File: config.mk
export PLATFORM = sky130hd
export DESIGN_NAME = mem_access_unit_flat
export DESIGN_NICKNAME = d
export VERILOG_FILES = /design/src/rtl/mem_access_if.sv /design/src/rtl/mem_access_unit.sv /design/src/flat_wrapper.sv
export SDC_FILE = /design/constraint.sdc
export NUM_CORES = 1
export LEC_CHECK = 0
export BUFFER_PORTS_ARGS = -buffer_cell sky130_fd_sc_hd__buf_2
export CORE_AREA = 2 2 215 217
export CTS_CLUSTER_DIAMETER = 40
export DETAILED_ROUTE_END_ITERATION = 8
export DIE_AREA = 0 0 217 219
export GPL_TIMING_DRIVEN = 1
export PLACE_DENSITY = 0.44
export SLEW_MARGIN = 25
export SYNTH_ARGS = -nofsm -noshare
export SYNTH_HDL_FRONTEND = slang
export SYNTH_SLANG_ARGS = --single-unit
File: constraint.sdc
create_clock -name Clk -period 5 [get_ports Clk]
set_clock_uncertainty 0.15 [all_clocks]
set_input_delay 1 -clock Clk [delete_from_list [all_inputs] [get_ports Clk]]
set_output_delay 1 -clock Clk [all_outputs]
set_load 0.02 [all_outputs]
File: src/rtl/mem_access_if.sv
// Memory-side request/response bundle for mem_access_unit.
// master: the access unit issuing requests; slave: the memory answering them.
interface mem_access_if;
    localparam int unsigned DATA_W = 64;
    localparam int unsigned MASK_W = 8;

    logic              MemReqValid;
    logic              MemReqReady;
    logic [DATA_W-1:0] MemAddr;
    logic              MemWriteEnable;
    logic [DATA_W-1:0] MemWriteData;
    logic [MASK_W-1:0] MemWriteMask;
    logic              MemRespValid;
    logic [DATA_W-1:0] MemReadData;

    modport master (
        output MemReqValid, MemAddr, MemWriteEnable, MemWriteData, MemWriteMask,
        input  MemReqReady, MemRespValid, MemReadData
    );

    modport slave (
        input  MemReqValid, MemAddr, MemWriteEnable, MemWriteData, MemWriteMask,
        output MemReqReady, MemRespValid, MemReadData
    );
endinterface

File: src/rtl/mem_access_unit.sv
// Load/store stage: issues one doubleword memory access per load/store and stalls until done.
// Optional macro MEM_MISALIGN_CHECK_EN traps misaligned half/word/double accesses.
module mem_access_unit #(
    localparam int unsigned DATA_W     = 64,
    localparam int unsigned REG_ADDR_W = 5,
    localparam int unsigned OP_W       = 7
) (
    input  logic                  Clk,
    input  logic                  Rst,
    input  logic [DATA_W-1:0]     RdWriteDataIn,
    input  logic [REG_ADDR_W-1:0] RdAddrIn,
    input  logic                  RdWriteEnableIn,
    input  logic [DATA_W-1:0]     ImmIn,
    input  logic [OP_W-1:0]       OpCodeIn,
    input  logic [2:0]            Funct3In,
    input  logic [DATA_W-1:0]     Rs1ReadDataIn,
    input  logic [DATA_W-1:0]     Rs2ReadDataIn,
    mem_access_if.master          mem,
    output logic [DATA_W-1:0]     RdWriteDataOut,
    output logic [REG_ADDR_W-1:0] RdAddrOut,
    output logic                  RdWriteEnableOut,
    output logic                  MemStall,
    output logic                  MisalignOut
);

    localparam logic [OP_W-1:0] OP_LOAD  = 7'b0000011;
    localparam logic [OP_W-1:0] OP_STORE = 7'b0100011;

    localparam logic [1:0] S_IDLE = 2'd0;
    localparam logic [1:0] S_REQ  = 2'd1;
    localparam logic [1:0] S_WAIT = 2'd2;
    localparam logic [1:0] S_DONE = 2'd3;

    logic [1:0]        state_q, state_d;
    logic [DATA_W-1:0] load_data_q, load_data_d;

    logic              is_load, is_store, is_mem;
    logic [DATA_W-1:0] ea;
    logic [2:0]        off;
    logic [5:0]        shamt;
    logic [7:0]        size_mask;
    logic [DATA_W-1:0] shifted;
    logic [DATA_W-1:0] ext;

    assign is_load  = (OpCodeIn == OP_LOAD);
    assign is_store = (OpCodeIn == OP_STORE);
    assign is_mem   = is_load | is_store;

    // Address split: doubleword-aligned bus address plus byte lane offset
    assign ea    = Rs1ReadDataIn + ImmIn;
    assign off   = ea[2:0];
    assign shamt = {off, 3'b000};

    always_comb begin
        case (Funct3In[1:0])
            2'b00:   size_mask = 8'h01;
            2'b01:   size_mask = 8'h03;
            2'b10:   size_mask = 8'h0F;
            default: size_mask = 8'hFF;
        endcase
    end

    assign mem.MemAddr        = {ea[DATA_W-1:3], 3'b000};
    assign mem.MemWriteEnable = is_store;
    assign mem.MemWriteData   = Rs2ReadDataIn << shamt;
    assign mem.MemWriteMask   = size_mask << off;
    assign RdAddrOut          = RdAddrIn;

    // Lane-align returned doubleword, then sign/zero extend by access size
    assign shifted = mem.MemReadData >> shamt;

    always_comb begin
        case (Funct3In)
            3'b000:  ext = {{56{shifted[7]}},  shifted[7:0]};
            3'b001:  ext = {{48{shifted[15]}}, shifted[15:0]};
            3'b010:  ext = {{32{shifted[31]}}, shifted[31:0]};
            3'b100:  ext = {56'd0, shifted[7:0]};
            3'b101:  ext = {48'd0, shifted[15:0]};
            3'b110:  ext = {32'd0, shifted[31:0]};
            default: ext = shifted;
        endcase
    end

`ifdef MEM_MISALIGN_CHECK_EN
    logic misaligned;
    logic misalign_q, misalign_d;

    always_comb begin
        case (Funct3In[1:0])
            2'b00:   misaligned = 1'b0;
            2'b01:   misaligned = off[0];
            2'b10:   misaligned = |off[1:0];
            default: misaligned = |off;
        endcase
    end

    assign MisalignOut = misalign_q;
`else
    assign MisalignOut = 1'b0;
`endif

    always_ff @(posedge Clk) begin
        if (Rst) begin
            state_q     <= S_IDLE;
            load_data_q <= '0;
`ifdef MEM_MISALIGN_CHECK_EN
            misalign_q  <= 1'b0;
`endif
        end else begin
            state_q     <= state_d;
            load_data_q <= load_data_d;
`ifdef MEM_MISALIGN_CHECK_EN
            misalign_q  <= misalign_d;
`endif
        end
    end

    // Next state and handshake/writeback outputs
    always_comb begin
        state_d          = state_q;
        load_data_d      = load_data_q;
        mem.MemReqValid  = 1'b0;
        MemStall         = 1'b0;
        RdWriteDataOut   = RdWriteDataIn;
        RdWriteEnableOut = RdWriteEnableIn;
`ifdef MEM_MISALIGN_CHECK_EN
        misalign_d       = 1'b0;
`endif
        case (state_q)
            S_IDLE: begin
                if (is_mem) begin
                    RdWriteEnableOut = 1'b0;
`ifdef MEM_MISALIGN_CHECK_EN
                    if (misaligned) begin
                        misalign_d = 1'b1;
                    end else begin
                        MemStall = 1'b1;
                        state_d  = S_REQ;
                    end
`else
                    MemStall = 1'b1;
                    state_d  = S_REQ;
`endif
                end
            end
            S_REQ: begin
                MemStall         = 1'b1;
                RdWriteEnableOut = 1'b0;
                mem.MemReqValid  = 1'b1;
                if (mem.MemReqReady) begin
                    state_d = is_store ? S_DONE : S_WAIT;
                end
            end
            S_WAIT: begin
                MemStall         = 1'b1;
                RdWriteEnableOut = 1'b0;
                if (mem.MemRespValid) begin
                    load_data_d = ext;
                    state_d     = S_DONE;
                end
            end
            S_DONE: begin
                state_d = S_IDLE;
                if (is_store) begin
                    RdWriteEnableOut = 1'b0;
                end else begin
                    RdWriteDataOut = load_data_q;
                end
            end
            default: state_d = S_IDLE;
        endcase
    end

endmodule

File: src/flat_wrapper.sv
// flat-port wrapper written by rule: the top's interface ports become plain ports
module mem_access_unit_flat 
#(
    localparam int unsigned DATA_W     = 64,
    localparam int unsigned REG_ADDR_W = 5,
    localparam int unsigned OP_W       = 7
)
  (Clk, Rst, RdWriteDataIn, RdAddrIn, RdWriteEnableIn, ImmIn, OpCodeIn, Funct3In, Rs1ReadDataIn, Rs2ReadDataIn, RdWriteDataOut, RdAddrOut, RdWriteEnableOut, MemStall, MisalignOut, mem_MemReqValid, mem_MemAddr, mem_MemWriteEnable, mem_MemWriteData, mem_MemWriteMask, mem_MemReqReady, mem_MemRespValid, mem_MemReadData);
  mem_access_if mem_i ();
  input  logic Clk;
  input  logic Rst;
  input  logic [DATA_W-1:0] RdWriteDataIn;
  input  logic [REG_ADDR_W-1:0] RdAddrIn;
  input  logic RdWriteEnableIn;
  input  logic [DATA_W-1:0] ImmIn;
  input  logic [OP_W-1:0] OpCodeIn;
  input  logic [2:0] Funct3In;
  input  logic [DATA_W-1:0] Rs1ReadDataIn;
  input  logic [DATA_W-1:0] Rs2ReadDataIn;
  output logic [DATA_W-1:0] RdWriteDataOut;
  output logic [REG_ADDR_W-1:0] RdAddrOut;
  output logic RdWriteEnableOut;
  output logic MemStall;
  output logic MisalignOut;
  output wire logic [$bits(mem_i.MemReqValid)-1:0] mem_MemReqValid;
  output wire logic [$bits(mem_i.MemAddr)-1:0] mem_MemAddr;
  output wire logic [$bits(mem_i.MemWriteEnable)-1:0] mem_MemWriteEnable;
  output wire logic [$bits(mem_i.MemWriteData)-1:0] mem_MemWriteData;
  output wire logic [$bits(mem_i.MemWriteMask)-1:0] mem_MemWriteMask;
  input wire logic [$bits(mem_i.MemReqReady)-1:0] mem_MemReqReady;
  input wire logic [$bits(mem_i.MemRespValid)-1:0] mem_MemRespValid;
  input wire logic [$bits(mem_i.MemReadData)-1:0] mem_MemReadData;
  assign mem_MemReqValid = mem_i.MemReqValid;
  assign mem_MemAddr = mem_i.MemAddr;
  assign mem_MemWriteEnable = mem_i.MemWriteEnable;
  assign mem_MemWriteData = mem_i.MemWriteData;
  assign mem_MemWriteMask = mem_i.MemWriteMask;
  assign mem_i.MemReqReady = mem_MemReqReady;
  assign mem_i.MemRespValid = mem_MemRespValid;
  assign mem_i.MemReadData = mem_MemReadData;
  mem_access_unit u_core (.Clk(Clk), .Rst(Rst), .RdWriteDataIn(RdWriteDataIn), .RdAddrIn(RdAddrIn), .RdWriteEnableIn(RdWriteEnableIn), .ImmIn(ImmIn), .OpCodeIn(OpCodeIn), .Funct3In(Funct3In), .Rs1ReadDataIn(Rs1ReadDataIn), .Rs2ReadDataIn(Rs2ReadDataIn), .mem(mem_i), .RdWriteDataOut(RdWriteDataOut), .RdAddrOut(RdAddrOut), .RdWriteEnableOut(RdWriteEnableOut), .MemStall(MemStall), .MisalignOut(MisalignOut));
endmodule
## After elaboration in Yosys (flattened, before gate mapping)

Cells that the tools add are included.

- Input port bits: 340
- Word-level logic and storage cells: 43
- Flip-flop bits (word level): 66

- Reduce and logical (&&, ||, !) cells: 6
- Add/sub/neg operators: 1
- Shifts and indexed selects: 3
- Multiplexer cells: 15
- Equality and inequality tests: 15
- Bitwise logic cells: 1

Operator list:

| cell | count |
|---|---|
| $pmux W64 S6 | 1 |
| $mux W64 | 2 |
| $add A64 B64 Y64 | 1 |
| $shl A64 B6 Y64 | 1 |
| $shr A64 B6 Y64 | 1 |
| $pmux W8 S3 | 1 |
| $eq A3 B3 Y1 const B | 3 |
| $pmux W2 S4 | 1 |
| $shl A8 B3 Y8 | 1 |
| $eq A7 B2 Y1 const B | 1 |
| $eq A7 B6 Y1 const B | 1 |
| $eq A2 B2 Y1 const B | 3 |
| $mux W2 | 3 |
| $mux W1 | 5 |
| $eq A2 B1 Y1 const B | 2 |
| $logic_not A2 Y1 | 2 |
| $ne A2 B2 Y1 const B | 2 |
| $eq A3 B1 Y1 const B | 1 |
| $eq A3 B2 Y1 const B | 1 |
| $logic_not A3 Y1 | 1 |
| $pmux W1 S3 | 1 |
| $reduce_and A3 Y1 | 1 |
| $ne A2 B1 Y1 const B | 1 |
| $pmux W1 S2 | 1 |
| other kinds (3) | 3 |

## Depth between registers and ports, before layout

Gate-level depths: netlist of the first run.

- Depth in word-level cells: 4
- Depth in mapped cells: 14
- Mapped depth without buffers: 12

## Worst setup path after synthesis of the first run

Ideal clock, no wire load.

- Path kind: input-to-output
- From: input port ImmIn[0]
- To: output port mem_MemWriteData[63]
- Arrival: 3.824 ns
- Path buffers: 4
- Stages on the path: 11
- Slack: 0.026 ns
- Path through: ha_1 -> inv_1 -> fa_1 -> buf_2 -> buf_2 -> buf_1 -> clkbuf_1 -> mux2i_1 -> nand2_1 -> o21ai_0 -> o21ai_0

- Word-level cells in the longest chain between the ends: 2

Ends and longest elaborated chain:

| element | RTL line | text |
|---|---|---|
| start, declared | flat_wrapper.sv:15 | `input logic [DATA_W-1:0] ImmIn;` |
| $add A64 B64 Y64 | mem_access_unit.sv:50 | `assign ea = Rs1ReadDataIn + ImmIn;` |
| $shl A64 B6 Y64 | mem_access_unit.sv:65 | `assign mem.MemWriteData = Rs2ReadDataIn << shamt;` |
| end, declared | flat_wrapper.sv:28 | `output wire logic [$bits(mem_i.MemWriteData)-1:0] mem_MemWriteData;` |

Every way passes these cells.

## Worst setup path in the final report of the first run

- From: input port Rs1ReadDataIn[0]
- To: output port mem_MemAddr[48]

- Word-level cells in the longest chain between the ends: 1

Ends and longest elaborated chain:

| element | RTL line | text |
|---|---|---|
| start, declared | flat_wrapper.sv:18 | `input logic [DATA_W-1:0] Rs1ReadDataIn;` |
| $add A64 B64 Y64 | mem_access_unit.sv:50 |  |
| end, declared | flat_wrapper.sv:26 | `output wire logic [$bits(mem_i.MemAddr)-1:0] mem_MemAddr;` |

Every way passes these cells.

==> metrics.cfg, run 1 <==
[logic_synthesis]
syn-cell-area_sq_um = 10600
ys_ff_latch = 66
synth_edf_count = 0
yosysWarnings = 0
yosysSeqAreaShare_pct = 12.5
yosysTopAreaCell = dfxtp_1
synth_ff_type = dfxtp_1
synth.distinct_cells = 58
syn_inst = 1424
postSynthAreaPerCell_sq_um = 7.42
synthArstFlopShare_pct = 0
synthTopCellsByArea = dfxtp_1 13%, mux4_2 10%, mux2_2 8.6%, ha_1 8.1%, nand2_1 7.6%
synth_top_area_share_pct = 12.5

[route]
drtIter0Drc = 753
drc = 0
avgViaCountPerCell = 5.13
route.vias.total = 13200
totalWireLength_microns = 54500
dr.pass1.iters = 5
postRouteAntennaNets = 0
wl_per_cell_microns = 21.2

[power_and_ir_drop]
power_uw = 3580
p_per_area_nw_per_um2 = 237
power_leakage_uw = 0.00695
ir_drop_mv = 0.162

[placed_design]
placed_cells = 2534
dp_hpwl_microns = 45500
place_congestion = 0.955
port_buffers = 535

[layout]
layout_commonest_cell = buf_2
syn_to_final_growth_pct = 43.1
drive_above_1_share_pct = 42.3
finish.utilization_pct = 33.5
nets = 2364
fin_cells = 2567
final_cell_mix = 511 x buf_2, 213 x nand2_1, 167 x nor2_1

[sta]
worst_slack_ps = -81.8
post-route-min-period_ps = 5080
slew_viol_final = 0
tightest_slew_ps = 783
setup_violations = 6
fin_crit_sh_pct = 102
rsz0062_at_grt = true
fin_tns_setup_ps = -316
relSlewSlack_pct = 47.4
fmax_mhz = 197
hold_violations = 0

[global_routing]
grt_pass1_wl_microns = 79300
grtUsageMet3_pct = 5.31
grt_start_max_net_pins = 67
use_met1_pct = 25.1
busiest_layer = met2
antenna_found_initial = 26
grtUsageTotal_pct = 21.9
overflow = 0
grt_pass1_vias = 12900
grt_util_met2_pct = 40.1

[worst_setup_path]
worstPathRequired_ps = 3850
crit_type = input pin to primary output
cp_slowest_cell = a2111o_1
crit_chain = buf_6 > ha_4 > inv_2 > fa_4 > nor2b_4 > o2111ai_4 > a2111o_1 > a2111oi_2 > buf_4 > o21ai_4 > o21ai_4 > buf_6 > a21boi_2 > o21bai_1 > xor2_1 > buf_4
rr_worst_depth = 6
rrSetupSlack_ps = 2690
r2r_end = u_core.load_data_q[2]
endpoint_kind = primary output
crit_path_start_kind = input pin
cp_max_fo = 3
cp.arrival_ps = 3930
worst_path_largest_cell_delay_ps = 490
cp_top_family = compound AO/OA/AOI/OAI gates
cp_num_buf_inv = 5
reg2reg_from = u_core.state_q[0]

[clocking]
clkLatencyLatePin_ps = 330
cts_tree = built
root_buffer = clkbuf_16
clk_path_buf_depth = 2
cts_made_buffers = 9
postCtsHoldBufs = 0
cts_max_level = 3
clock-sinks = 66
clkTransAtPathRegs_ps = 60

[min_path]
hold_path.class = register to register
hold_path_depth = 2
min_to = u_core.load_data_q[34]
hp-start = u_core.load_data_q[34]

[floorplan]
die_y_microns = 219
rows = 78
core_sq_um = 45100
die_area_sq_um = 47500
start_util_pct = 23.4
ios = 550
die_w_microns = 217

[job]
drv_cap = 0

[run_status]
violations = negative setup slack
status = complete, but fails checks

-- state kept, by name, summed over array words and instances, names as in the netlist --
name / cells
u_core.state_q: 2
u_core.load_data_q: 64
-- cell type report --
class                      count  area (sq um)
fill                        4928         30000
multi-input combinational   1222          9030
timing repair buffer         634          3640
sequential                    66          1320
tap                          600           751
clock buffer                  12           256
inverter                      22          82.6
antenna                        8          20.0
clock inverter                 3          15.0
-- cells by family (layout without fill, tap and decap cells) --
group | Yosys count | count (layout) | share of synthesized area, %
flops | 66 | 66 | 12.5
xor+xnor | 61 | 61 | 5.06
other cells | 1 | 12 | 0.0355
simple gates | 504 | 504 | 20.3
mux | 188 | 188 | 24.5
buf+inv | 139 | 671 | 5.45
fa+ha+maj | 69 | 69 | 8.24
compound gates | 396 | 396 | 24.0
-- power by group --
| group | internal [uW] | leakage [uW] | switching, uW | total (uW) |
|---|---|---|---|---|
| Sequential | 550 | 0.000532 | 18.7 | 569 |
| Clock | 357 | 0.000138 | 237 | 594 |
| Combinational | 949 | 0.00628 | 1460 | 2410 |
-- worst max path at each step --
stage,end,depth (start not counted),startpoint
finish,mem_MemAddr[48],16,Rs1ReadDataIn[0]
global route,mem_MemAddr[48],16,Rs1ReadDataIn[0]
CTS,mem_MemAddr[56],15,Rs1ReadDataIn[0]
detailed placement,mem_MemAddr[56],15,ImmIn[0]
global placement,mem_MemAddr[60],15,ImmIn[0]
floorplan,mem_MemWriteData[63],11,ImmIn[0]
-- worst min-delay path: stages (launching register included) --
cell      delay [ps]
dfxtp_1          310
nor2_1            90
a211oi_1          50
-- what timing repair did --
action	4_1_cts	5_1_grt
pin swaps	14	22
hold endpoints to repair	0	0
endpoints found under the setup margin	21	26
buffers inserted	4	6
gates resized for setup	31	46
cloned	0	0
-- routing by layer --
metal	wire [microns]	part of all wire (%)
met3	4270	7.8
met2	27100	50
met1	21300	39
met4	1490	2.7
met5	234	0.43
-- cells in the mapped netlist, types with 33 or more instances --
cell / count
a211oi_1: 55
ha_1: 68
nor2_1: 168
clkbuf_1: 79
o21ai_0: 87
xnor2_1: 35
a21o_1: 33
mux4_2: 48
mux2i_1: 59
nand2_1: 215
mux2_2: 81
dfxtp_1: 66
a21oi_1: 117
-- per-stage QoR --
stage                     hold slack [ps]  worst slack, ps  instance area, sq um
after floorplan                       315             26.3                 10600
after global placement                341             -343                 14300
after detailed placement              340             -350                 14300
after CTS                             350             -154                 14800
after global routing                  370             -252                 15100
final                                 347            -81.8                 15100
(Power assumes the default switching activity.)
==> inputs of run 2 (changes only) <==
- CTS_BUF_LIST: unset -> sky130_fd_sc_hd__clkbuf_8
==> run 2 against run 1 <==
  * Sequential power hardly changed
  * Worst setup slack lost 9.4 ps
  * Final cell count unchanged
  * The run still ends with negative setup slack left
  * Maximum frequency decreased by 0.18%
  * Sequential cell count is the same
  * Register-to-register slack about the same
  * Non-clock buffer count stayed put
  * Worst hold slack improved by 3.1 ps
  * Sequential share of layout area is 0.059 points higher
==> metrics.cfg, run 2 (synthesized netlist as in run 1, its figures left out) <==
[run_status]
status = complete, but fails checks  ; unchanged
violations = negative setup slack  ; unchanged

[floorplan]
start_util_pct = 23.4  ; unchanged
die_area_sq_um = 47500  ; unchanged
ios = 550  ; unchanged
die_y_microns = 219  ; unchanged
core_sq_um = 45100  ; unchanged
rows = 78  ; unchanged
die_w_microns = 217  ; unchanged

[power_and_ir_drop]
p_per_area_nw_per_um2 = 226  ; was 237 nW/um^2
power_leakage_uw = 0.00691  ; was 0.00695 uW
comb_power_share_pct = 71.0  ; was 67.5%
pwr-share-seq_pct = 16.7  ; was 15.9%
internal-power_uw = 1700  ; was 1860 uW
ir_drop_mv = 0.115  ; was 0.162 mV
p_sw_uw = 1700  ; was 1720 uW
p_sw_share_pct = 50.0  ; was 48.1%
power_uw = 3400  ; was 3580 uW
clockPowerShare_pct = 12.3  ; was 16.6%

[worst_setup_path]
cp.arrival_ps = 3940  ; was 3930 ps
rr_worst_depth = 6  ; unchanged
cp_slowest_cell = a2111o_1  ; unchanged
worst_path_largest_cell_delay_ps = 490  ; about the same
crit_type = input pin to primary output  ; unchanged
r2r_end = u_core.load_data_q[2]  ; unchanged
reg2reg_from = u_core.state_q[0]  ; unchanged
crit_chain = buf_6 > ha_4 > inv_2 > fa_4 > nor2b_4 > o2111ai_4 > a2111o_1 > a2111oi_2 > buf_4 > o21ai_4 > o21ai_4 > buf_6 > a21boi_2 > o21bai_1 > xor2_1 > buf_4  ; unchanged
cp_max_fo = 3  ; unchanged
worstPathRequired_ps = 3850  ; about the same
endpoint_kind = primary output  ; unchanged
rrSetupSlack_ps = 2680  ; was 2690 ps
crit_path_start_kind = input pin  ; unchanged

[global_routing]
busiest_layer = met2  ; unchanged
grt_util_met2_pct = 40.2  ; was 40.1%
antenna_found_initial = 25  ; was 26
overflow = 0  ; unchanged
grtUsageMet3_pct = 5.25  ; was 5.31%
use_met1_pct = 25.2  ; was 25.1%
grt_pass1_vias = 12900  ; about the same
grt_pass1_wl_microns = 79200  ; was 79,300 microns
grt_start_max_net_pins = 67  ; unchanged
grtUsageTotal_pct = 21.8  ; was 21.9%

[placed_design]
dpl_cell_area_sq_um = 14300  ; unchanged
place_congestion = 0.955  ; unchanged
placed_cells = 2534  ; unchanged
dp_hpwl_microns = 45500  ; unchanged
port_buffers = 535  ; unchanged

[layout]
design_area_sq_um = 15000  ; was 15,100 sq um
syn_to_final_growth_pct = 42.1  ; was 43.1%
layout_commonest_cell = buf_2  ; unchanged
largest-register = u_core.load_data_q  ; unchanged
fill_cells = 4937  ; was 4,928
multiInputGateArea_sq_um = 9030  ; unchanged
nets = 2364  ; unchanged
seqCellArea_sq_um = 1320  ; unchanged
drive_above_1_share_pct = 42.3  ; unchanged
finish.utilization_pct = 33.3  ; was 33.5%
fin_cells = 2567  ; unchanged
top_regs = u_core.load_data_q (64), u_core.state_q (2)  ; unchanged
final_cell_mix = 511 x buf_2, 213 x nand2_1, 167 x nor2_1  ; unchanged
largest_register_ff_count = 64  ; unchanged

[route]
postRouteAntennaNets = 0  ; unchanged
wl_per_cell_microns = 21.3  ; was 21.2 microns
route.vias.total = 13100  ; was 13,200
avgViaCountPerCell = 5.11  ; was 5.13
drtIter0Drc = 793  ; was 753
dr.pass1.iters = 6  ; was 5
drc = 0  ; unchanged
totalWireLength_microns = 54600  ; was 54,500 microns

[min_path]
min_to = u_core.load_data_q[34]  ; unchanged
hold_path_depth = 2  ; unchanged
hp-start = u_core.load_data_q[34]  ; unchanged
hold_path.class = register to register  ; unchanged

[clocking]
clock-sinks = 66  ; unchanged
clkTransAtPathRegs_ps = 80  ; was 60 ps
cts_max_level = 3  ; unchanged
postCtsHoldBufs = 0  ; unchanged
clk_path_buf_depth = 2  ; unchanged
cts_made_buffers = 9  ; unchanged
clkLatencyLatePin_ps = 350  ; was 330 ps
cts_tree = built  ; unchanged
root_buffer = clkbuf_8  ; was clkbuf_16

[sta]
tightest_slew_ps = 799  ; was 783 ps
fmax_mhz = 196  ; was 197 MHz
fin_crit_sh_pct = 102  ; about the same
hold_violations = 0  ; unchanged
relSlewSlack_pct = 46.3  ; was 47.4%
slew_viol_final = 0  ; unchanged
worst_slack_ps = -91.2  ; was -81.8 ps
post-route-min-period_ps = 5090  ; was 5080 ps
hold_ws_ps = 350  ; was 347 ps
rsz0062_at_grt = true  ; unchanged
setup_violations = 6  ; unchanged

[job]
drv_cap = 0  ; unchanged

-- run 2: cell type report --
class | count | area share [%]
antenna | 8 | 0.133
clock buffer | 11 | 1.01
clock inverter | 4 | 0.125
inverter | 22 | 0.550
multi-input combinational | 1222 | 60.1
sequential | 66 | 8.80
tap | 600 | 5.00
timing repair buffer | 634 | 24.3
-- run 2: power by group through the flow --
stage	Clock [uW]	Combinational (uW)	Sequential (uW)
6_report	417	2410	568
5_1_grt	448	2600	570
4_1_cts	426	2400	568
3_5_place_dp	0	2350	580
3_3_place_gp	0	2350	580
2_1_floorplan	0	1430	570
-- run 2: repair_timing --
action,4_1_cts,5_1_grt
pin swaps,14,22
setup endpoints to repair,21,26
resized for setup,31,46
setup buffers,4,6
hold endpoints to repair,0,0
cloned,0,0
-- run 2: worst max-delay path by stage --
stage | slack (ps) | endpoint | from
final | -90 | mem_MemAddr[48] | Rs1ReadDataIn[0]
after global routing | -250 | mem_MemAddr[48] | Rs1ReadDataIn[0]
after CTS | -150 | mem_MemAddr[56] | Rs1ReadDataIn[0]
after detailed placement | -350 | mem_MemAddr[56] | ImmIn[0]
after global placement | -340 | mem_MemAddr[60] | ImmIn[0]
after floorplan | 30 | mem_MemWriteData[63] | ImmIn[0]
-- run 2: critical path: cells and delay by family --
kind | cells | cell delay, ps
buf+inv | 5 | 590
fa+ha+maj | 2 | 560
simple gates | 1 | 160
compound gates | 7 | 1440
xor+xnor | 1 | 180
-- run 2: metal layers --
| metal | vias to the layer above | routed length (microns) |
|---|---|---|
| li1 | 6268 | - |
| met1 | 6243 | 21400 |
| met2 | 491 | 27300 |
| met3 | 77 | 4230 |
| met4 | 32 | 1410 |
| met5 | - | 211 |
-- run 2: stage by stage --
step	TNS [ps]	worst slack, ps
floorplan	0	26.3
global placement	-2360	-343
detailed placement	-2520	-350
CTS	-670	-154
global route	-1880	-252
finish	-318	-91.2
==> inputs of run 3 (changes only) <==
- CORE_AREA: 2 2 215 217 -> 2 2 211 213
- DIE_AREA: 0 0 217 219 -> 0 0 213 215
- PLACE_DENSITY: 0.44 -> 0.45
==> run 3 against run 2 <==
  * The run still ends with negative setup slack left
  * Sequential share of layout area down 0.14 points
  * Core utilization up 1.7 points
  * Sequential power about the same
  * Non-clock buffer count up 10
  * Global-route usage up 0.57 points
  * Clock power up 20%
  * Critical path depth down 2
  * Worst setup slack worse by 26 ps
  * Design area up 1.7%
  * Maximum frequency down 0.50%
  * Largest cell class unchanged
==> metrics.cfg, run 3 (synthesized netlist as in run 1, its figures left out) <==
[sta]
fin_crit_sh_pct = 102  ; about the same
slew_viol_final = 0  ; unchanged
hold_violations = 0  ; unchanged
setup_violations = 7  ; was 6
tightest_slew_ps = 741  ; was 799 ps
fmax_mhz = 195  ; was 196 MHz
hold_ws_ps = 350  ; about the same
worst_slack_ps = -117  ; was -91.2 ps
relSlewSlack_pct = 50.2  ; was 46.3%
post-route-min-period_ps = 5120  ; was 5090 ps
rsz0062_at_grt = true  ; unchanged

[layout]
multiInputGateArea_sq_um = 9130  ; was 9030 sq um
drive_above_1_share_pct = 43.1  ; was 42.3%
fin_cells = 2570  ; was 2,567
fill_cells = 4731  ; was 4,937
nets = 2374  ; was 2,364
final_cell_mix = 500 x buf_2, 213 x nand2_1, 168 x nor2_1  ; was 511 x buf_2, 213 x nand2_1, 167 x nor2_1
layout_commonest_cell = buf_2  ; unchanged
largest_register_ff_count = 64  ; unchanged
top_regs = u_core.load_data_q (64), u_core.state_q (2)  ; unchanged
design_area_sq_um = 15300  ; was 15,000 sq um
seqCellArea_sq_um = 1320  ; unchanged
largest-register = u_core.load_data_q  ; unchanged
syn_to_final_growth_pct = 44.5  ; was 42.1%

[route]
drtIter0Drc = 556  ; was 793
wl_per_cell_microns = 21.0  ; was 21.3 microns
route.vias.total = 13100  ; about the same
drc = 0  ; unchanged
totalWireLength_microns = 53900  ; was 54,600 microns
avgViaCountPerCell = 5.10  ; was 5.11
dr.pass1.iters = 5  ; was 6
postRouteAntennaNets = 0  ; unchanged

[clocking]
clkTransAtPathRegs_ps = 80  ; about the same
cts_made_buffers = 9  ; unchanged
clk_path_buf_depth = 2  ; unchanged
root_buffer = clkbuf_8  ; unchanged
cts_max_level = 3  ; unchanged
cts_tree = built  ; unchanged
clock-sinks = 66  ; unchanged
clkLatencyLatePin_ps = 360  ; was 350 ps

[floorplan]
core_sq_um = 43600  ; was 45,100 sq um
rows = 77  ; was 78
die_w_microns = 213  ; was 217 microns
start_util_pct = 24.2  ; was 23.4%
die_y_microns = 215  ; was 219 microns
ios = 550  ; unchanged
die_area_sq_um = 45800  ; was 47,500 sq um

[global_routing]
grtUsageTotal_pct = 22.4  ; was 21.8%
grt_start_max_net_pins = 55  ; was 67
grt_pass1_wl_microns = 77900  ; was 79,200 microns
antenna_found_initial = 28  ; was 25
overflow = 0  ; unchanged
grt_pass1_vias = 12900  ; about the same

[power_and_ir_drop]
power_leakage_uw = 0.00699  ; was 0.00691 uW
ir_drop_mv = 0.131  ; was 0.115 mV
power_uw = 3500  ; was 3400 uW
p_per_area_nw_per_um2 = 229  ; was 226 nW/um^2

[placed_design]
dpl_cell_area_sq_um = 14400  ; was 14,300 sq um
port_buffers = 535  ; unchanged
place_congestion = 0.925  ; was 0.955
dp_hpwl_microns = 45000  ; was 45,500 microns
placed_cells = 2536  ; was 2,534

[worst_setup_path]
worstPathRequired_ps = 3850  ; about the same
rrSetupSlack_ps = 2740  ; was 2680 ps
cp_max_fo = 4  ; was 3
rr_worst_depth = 6  ; unchanged
cp.arrival_ps = 3970  ; was 3940 ps
crit_path_start_kind = input pin  ; unchanged
r2r_end = u_core.load_data_q[6]  ; was u_core.load_data_q[2]
endpoint_kind = primary output  ; unchanged
crit_type = input pin to primary output  ; unchanged
reg2reg_from = u_core.state_q[0]  ; unchanged

[min_path]
hp-start = u_core.load_data_q[10]  ; was u_core.load_data_q[34]
hold_path_depth = 2  ; unchanged
hold_path.class = register to register  ; unchanged
min_to = u_core.load_data_q[10]  ; was u_core.load_data_q[34]

[job]
drv_cap = 0  ; unchanged

[run_status]
violations = negative setup slack  ; unchanged
status = complete, but fails checks  ; unchanged

## run 3: through the flow
step           util (%)  setup TNS [ps]  setup WS, ps
6_report           35.0            -502          -117
5_1_grt            34.9           -1600          -263
4_1_cts            34.4           -1290          -195
3_5_place_dp       32.9           -2470          -381
3_3_place_gp       32.9           -2640          -387
2_1_floorplan         -               0          26.3
## run 3: worst max-delay path, cell delays in order
cell and delay, ps:
buf_2 100, ha_1 320, buf_6 150, nand4_1 190
a211o_1 390, a311oi_2 290, buf_4 180, o41ai_4 100
o31a_4 330, o31ai_4 250, buf_4 180, a41oi_2 130
xnor2_1 180, buf_4 160
## run 3: worst max path at each step
| stage | start | to | slack, ps | depth (start not counted) |
|---|---|---|---|---|
| 2_1_floorplan | ImmIn[0] | mem_MemWriteData[63] | 30 | 11 |
| 3_3_place_gp | ImmIn[0] | mem_MemAddr[56] | -390 | 15 |
| 3_5_place_dp | ImmIn[0] | mem_MemAddr[56] | -380 | 15 |
| 4_1_cts | Rs1ReadDataIn[0] | mem_MemAddr[48] | -190 | 16 |
| 5_1_grt | ImmIn[0] | mem_MemAddr[48] | -260 | 16 |
| 6_report | ImmIn[2] | mem_MemAddr[61] | -120 | 14 |
## run 3: routing by layer
layer  global-route usage [%]  vias up  wire [microns]  share of wire (%)
li1                         -     6288               -                  -
met1                     25.2     6183           20600                 38
met2                     40.7      514           27100                 50
met3                     5.71       86            4270                7.9
met4                     7.55       38            1630                3.0
met5                        0        -             241               0.45
## run 3: timing repair
item                                    CTS  global route
pin swaps                                30            37
gates resized for setup                  56            53
hold buffers                              0             0
setup buffers                            11             5
endpoints found under the hold margin     0             0
endpoints found under the setup margin   19            29
## run 3: power by group
| group | total (uW) | switching [uW] | leakage (uW) | internal, uW |
|---|---|---|---|---|
| registers | 567 | 17.8 | 0.000532 | 549 |
| clock network | 499 | 223 | 0.000105 | 275 |
| logic | 2440 | 1460 | 0.00636 | 972 |
## run 3: final cells by class
type,instances,share of cell area (%)
clock inverter,6,0.541
multi-input combinational,1222,59.8
timing repair buffer,644,24.6
inverter,22,0.541
clock buffer,9,0.811
sequential,66,8.65
antenna,9,0.148
tap,592,4.85
